$ cat config.mk
export PLATFORM = sky130hd
export DESIGN_NAME = tick_timer
export DESIGN_NICKNAME = d
export VERILOG_FILES = /design/src/rtl/tick_timer.sv
export SDC_FILE = /design/constraint.sdc
export NUM_CORES = 1
export LEC_CHECK = 0
export ABC_CLOCK_PERIOD_IN_PS = 2000
export BUFFER_PORTS_ARGS = -buffer_cell sky130_fd_sc_hd__buf_4
export CORE_AREA = 3 3 70 72
export CTS_BUF_LIST = sky130_fd_sc_hd__clkbuf_4 sky130_fd_sc_hd__clkbuf_8
export DETAILED_ROUTE_END_ITERATION = 10
export DIE_AREA = 0 0 73 75
export GPL_TIMING_DRIVEN = 1
export PLACE_DENSITY = 0.8
export SLEW_MARGIN = 20
export SYNTH_ARGS = -nofsm -noshare
export SYNTH_HDL_FRONTEND = slang
export SYNTH_SLANG_ARGS = --single-unit
export TNS_END_PERCENT = 10
$ cat constraint.sdc
create_clock -name clk -period 2 [get_ports clk]
set_input_delay 0.2 -clock clk [delete_from_list [all_inputs] [get_ports clk]]
set_output_delay 0.2 -clock clk [all_outputs]
set_load 0.01 [all_outputs]
$ cat src/rtl/tick_timer.sv
// tick_timer: programmable down-count timer advanced by a prescaler tick.
// Supports one-shot and periodic (auto-reload) operation. Command priority
// per cycle is stop > start > tick. expire and start_err are registered
// single-cycle pulses.
module tick_timer #(
    parameter int unsigned W = 16
) (
    input  logic         clk,
    input  logic         rst_n,
    input  logic         tick,
    input  logic         start,
    input  logic         stop,
    input  logic         periodic,
    input  logic [W-1:0] load_val,
    output logic [W-1:0] cnt,
    output logic         busy,
    output logic         expire,
    output logic         start_err
);

    typedef enum logic {
        IDLE = 1'b0,
        RUN  = 1'b1
    } state_t;

    state_t       state;
    state_t       state_nx;
    logic [W-1:0] cnt_nx;
    logic [W-1:0] reload;
    logic [W-1:0] reload_nx;
    logic         mode;
    logic         mode_nx;
    logic         expire_nx;
    logic         start_err_nx;
    logic         load_ok;
    logic         last_tick;

    // Decode of the start operand and of the tick that completes an interval
    always_comb begin
        load_ok   = (load_val != '0);
        last_tick = (state == RUN) && tick && (cnt == W'(1));
    end

    // State, count, reload value, mode and the registered pulses
    always_ff @(posedge clk or negedge rst_n) begin
        if (!rst_n) begin
            state     <= IDLE;
            cnt       <= '0;
            reload    <= '0;
            mode      <= 1'b0;
            expire    <= 1'b0;
            start_err <= 1'b0;
        end else begin
            state     <= state_nx;
            cnt       <= cnt_nx;
            reload    <= reload_nx;
            mode      <= mode_nx;
            expire    <= expire_nx;
            start_err <= start_err_nx;
        end
    end

    // Next-state and datapath: stop beats start beats tick. A rejected start
    // (load_val==0) leaves the timer untouched, so a tick in that same cycle
    // is still counted by a running timer.
    always_comb begin
        state_nx     = state;
        cnt_nx       = cnt;
        reload_nx    = reload;
        mode_nx      = mode;
        expire_nx    = 1'b0;
        start_err_nx = 1'b0;
        if (stop) begin
            state_nx = IDLE;
        end else if (start && load_ok) begin
            cnt_nx    = load_val;
            reload_nx = load_val;
            mode_nx   = periodic;
            state_nx  = RUN;
        end else begin
            if (start) begin
                start_err_nx = 1'b1;
            end
            if (last_tick) begin
                expire_nx = 1'b1;
                if (mode) begin
                    cnt_nx = reload;
                end else begin
                    cnt_nx   = '0;
                    state_nx = IDLE;
                end
            end else if ((state == RUN) && tick && (cnt != '0)) begin
                cnt_nx = cnt - W'(1);
            end
        end
    end

    // Outputs derived from state
    always_comb begin
        busy = (state == RUN);
    end

endmodule

# Word level (Yosys, flattened, before mapping)
# Cells that the tools add are included.
# word_totals
ff_bits,36
mem_bits_ro,0
latchBits,0
mem_count,0
inputBits,22
elab_cells,35
ram_bits,0
# op_classes
magnitude_cmp,0
multipliers,0
shift,0
eq_ne,2
div_mod_pow,0
mux,14
addsub,1
reduce_logical,11
n_bitwise,1
# ops
op,count
two-way mux 16 bit,4
nonzero test 16 bit,2
"equality test 16 x 1 -> 1 bit, second input constant",1
"subtractor 16 x 1 -> 16 bit, second input constant",1
two-way mux 1 bit,10
AND reduction 2 bit,3
nonzero test 3 bit,2
logical AND 1 bit,4
"!= test 3 x 2 -> 1 bit, second input constant",1
NOT 1 bit,1

# Longest topological paths before layout
# depth
depth_word,5
ltp_mapped,10
ltp_nobuf,8

# Least setup slack after synthesis
# Ideal clock, no wire load.
# synth_path
path_kind,register to register
from,reg cnt[0]
to,reg cnt[10]
n_path_buf,0
setup_ns,0.123
required_ns,1.877
setup_slack_ns,-0.109
t_arrival_ns,1.986
period_less_slack_ns,2.109
stages_incl_launch_ff,9
path_cell_list,dfrtp_1 -> inv_1 -> ha_1 -> or3b_2 -> nor2_1 -> nand3_1 -> o41ai_1 -> nand3b_1 -> o2bb2ai_1
# synth_between
elab_chain_cells,4
elab_cells_between_ends,10
cone_classes,add/sub: 1; eq/ne: 1; mux: 3; reduce/logical: 5
# synth_lines
item,line,text
"start, declared",15,"output logic [W-1:0] cnt,"
"start signal, assigned",55,cnt <= cnt_nx;
subtractor 16 x 1 -> 16 bit (tied with other cells),93,cnt_nx = cnt - W'(1);
two-way mux 16 bit (tied with other cells),92,end else if ((state == RUN) && tick && (cnt != '0)) begin
two-way mux 16 bit or nonzero test 3 bit (tied branches),n/a,
two-way mux 16 bit or AND reduction 2 bit (tied branches),n/a,
# Several ways; a longest one is shown, not always the timed one. The select of a mux whose other input is x is not followed.
# A chain may end at the register's enable or synchronous reset.

# Worst setup path in the final report
# layout_path
from,reg cnt[0]
to,reg cnt[0]
# Same word-level chain as after synthesis.

==> flow_summary.yaml <==
timing:
  fmax_mhz: 474
  fin_crit_ns: 2.11
  setup_slack_ns: -0.110
  finalHoldViolCount: 0
  rsz0062_at_grt: "true"
  finalMaxSlewViolations: 0
  timing.final.crit_share_pct: 105
  worst_slew_margin_rel_pct: 54.8
  setup_violations: 10
  worst_pin_slew_ns: 0.678
  worst_clock_skew_ns: 0.0121
  fin_hold_ws_ns: 0.142
setup_path:
  r2r-end: "cnt[0]$_DFFE_PN0P_"
  r2r_cells: 9
  critPathMaxStageDelay_ns: 0.44
  critPathBufInv: 2
  cp_slowest_cell: "dfrtp_2"
  arrival_ns: 2.32
  ff2ff_setup_slack_ns: -0.11
  endpoint_kind: "flop"
  critical-path-top-delay-family: "compound AO/OA/AOI/OAI gates"
  r2r_start: "cnt[0]$_DFFE_PN0P_"
  worstPathCellList: "inv_2 -> ha_4 -> nor3b_1 -> nand2_1 -> o21ai_2 -> a21o_4 -> buf_6 -> nand2_1 -> a31oi_1"
  cpMostUsedCell: "nand2_1"
  required_ns: 2.21
  cp_max_fo: 8
  startpoint_type: "flop"
  path_class: "reg2reg"
status:
  violations: "negative setup slack"
  status: "finished, violations left"
floorplanning:
  io_pins: 41
  initial_core_util_pct: 50.9
  die_h_um: 75
  rows: 24
  die-area_um2: 5480
  fp.dieW_um: 73
  coreArea_um2: 4350
cells_and_area:
  multi_input_area_um2: 1390
  drive_gt1_share_pct: 49.7
  seq_area_um2: 905
  fin_nets: 348
  fillCellCount: 296
  area_growth_pct: 48.4
  antenna-diode-count: 0
  postLayoutCellArea_um2: 3290
clock_network:
  htree_levels: 2
  cts-root-buf: "clkbuf_8"
  cts_buffers: 5
  worst_skew_pair.late_latency_ns: 0.30
  tritoncts: "built"
  clockBufferDepth: 2
  clkTransAtPathRegs_ns: 0.07
  cts_sinks: 36
logic_synthesis:
  synthArstFlopShare_pct: 100
  syn_inst: 230
  synth-seq-cells: 36
  synth_cell_type_count: 57
  syn_nets: 254
  ys.warnings.count: 0
  synth-edff-count: 0
  seq_area_frac_synth_pct: 40.7
  avgSynthCellArea_um2: 9.63
  synth_ff_type: "dfrtp_1"
  syn-cell-area_um2: 2210
global_route:
  overflow: 0
  grt_pass1_vias: 2306
  globalRouteTotalUtil_pct: 26.1
  grt_max_degree: 37
  grt_pass1_wl_mm: 10.9
  antenna_found_initial: 0
placed_design:
  pre_cts_ws_ns: -0.0702
  port_buffers: 40
  dpl.hpwl_mm: 4.74
  globalplace.congestion: 0.944
  placed_area_um2: 2950
route:
  final_antenna_net_count: 0
  drt_wl_total_mm: 7.32
  vias: 2393
  dr.pass1.iters: 6
  remaining_drc_errors: 0
  avgRoutedWirePerCell_um: 19.5
  routed_via_density: 6.36
  drtIter0Drc: 322
power:
  power_density_nw_per_um2: 798
  vdd_drop_max_mv: 0.556
  power_leakage_nw: 1.42
min_path:
  whs_path_depth: 2
  min_from: "periodic"
  hold_end: "mode$_DFFE_PN0P_"
  hp-class: "in2reg"
job:
  drv_cap: 0
==> state kept, by name, summed over array words and instances (netlist names) <==
register,cells
busy,1
cnt,16
expire,1
mode,1
reload,16
start_err,1
==> placed cells by master, fill, tap and decap left out, types with 4 or more instances in the layout <==
cell and n:
nand3_1 8, nor4_1 5, buf_6 6, a21oi_1 5, o21ai_0 9, buf_4 90
o31a_1 5, clkbuf_8 7, dfrtp_1 33, nor2_1 21, nand2_1 18, nor3_1 8
a31oi_1 4, o21ai_1 5, mux2_2 17
==> Yosys cell counts, types with 2 or more instances <==
cell type | instances | area [um2]
a21oi_1 | 5 | 25.0
a22oi_1 | 2 | 15.0
a311oi_1 | 5 | 43.8
a31oi_1 | 4 | 25.0
and2_1 | 2 | 12.5
buf_2 | 5 | 25.0
buf_6 | 2 | 22.5
clkbuf_1 | 5 | 18.8
dfrtp_1 | 36 | 901
ha_1 | 2 | 25.0
inv_1 | 4 | 15.0
mux2_2 | 17 | 191
mux2i_1 | 3 | 30.0
nand2_1 | 20 | 75.1
nand2b_1 | 2 | 12.5
nand3_1 | 10 | 50.1
nand4_1 | 2 | 12.5
nor2_1 | 22 | 82.6
nor2b_1 | 3 | 18.8
nor3_1 | 8 | 40.0
nor3b_1 | 2 | 15.0
nor4_1 | 7 | 43.8
o211ai_1 | 2 | 15.0
o21a_1 | 2 | 15.0
o21ai_0 | 14 | 70.1
o21ai_1 | 2 | 10.0
o31a_1 | 5 | 43.8
o31ai_1 | 5 | 37.5
o32ai_1 | 2 | 17.5
o41ai_1 | 2 | 17.5
xor2_1 | 2 | 17.5
==> cells by family after synthesis <==
group	share of synthesized area, %
mux	10.0
simple gates	22.3
buf+inv	4.01
flops	40.7
fa+ha+maj	1.13
xor+xnor	1.19
compound gates	20.7
==> power breakdown <==
group	switching (mW)	total [mW]	internal, mW
combinational	0.529	1.06	0.532
sequential	0.145	0.993	0.848
clock	0.262	0.569	0.307
total	0.936	2.62	1.69
==> worst max path at each step <==
stage	start	endpoint	slack (ns)	cells past startpoint
6_report	cnt[0]$_DFFE_PN0P_	cnt[0]$_DFFE_PN0P_	-0.11	9
4_1_cts	cnt[0]$_DFFE_PN0P_	cnt[4]$_DFFE_PN0P_	-0.02	8
3_3_place_gp	cnt[0]$_DFFE_PN0P_	cnt[10]$_DFFE_PN0P_	-0.03	8
2_1_floorplan	cnt[0]$_DFFE_PN0P_	cnt[15]$_DFFE_PN0P_	-0.01	9
5_1_grt	cnt[14]$_DFFE_PN0P_	cnt[4]$_DFFE_PN0P_	-0.22	8
3_5_place_dp	cnt[1]$_DFFE_PN0P_	cnt[11]$_DFFE_PN0P_	-0.07	10
==> through the flow <==
stage / total power, mW / utilization (%) / std cells / setup TNS (ns)
floorplan: 1.44 / - / 230 / -0.0303
global placement: 1.88 / 67.8 / 361 / -0.0941
detailed placement: 1.90 / 67.8 / 361 / -0.514
CTS: 2.50 / 71.4 / 371 / -0.0791
global route: 2.76 / 75.5 / 376 / -1.52
finish: 2.62 / 75.5 / 376 / -0.492
==> metal layers <==
layer  GRT usage, %  vias up  share of wire [%]
met2           42.7      158                 47
met4           11.3        0                4.6
met3           5.47       38                9.3
met1           33.6     1139                 39
li1               -     1058                  -
met5              0        -                  0
==> area by class of cell <==
type                    count  area share [%]
inverters                   4           0.533
clock buffers               7            2.93
multi-input cells         177            42.3
flip-flops and latches     36            27.5
well taps                  52            1.98
repair buffers            100            24.8
==> timing repair <==
| item | CTS | global route |
|---|---|---|
| pin swaps | 4 | 12 |
| setup buffers | 2 | 5 |
| endpoints found under the hold margin | 36 | 0 |
| endpoints found under the setup margin | 13 | 15 |
| gates resized for setup | 11 | 29 |
| hold buffers | 1 | 0 |
(Power assumes the default switching activity.)
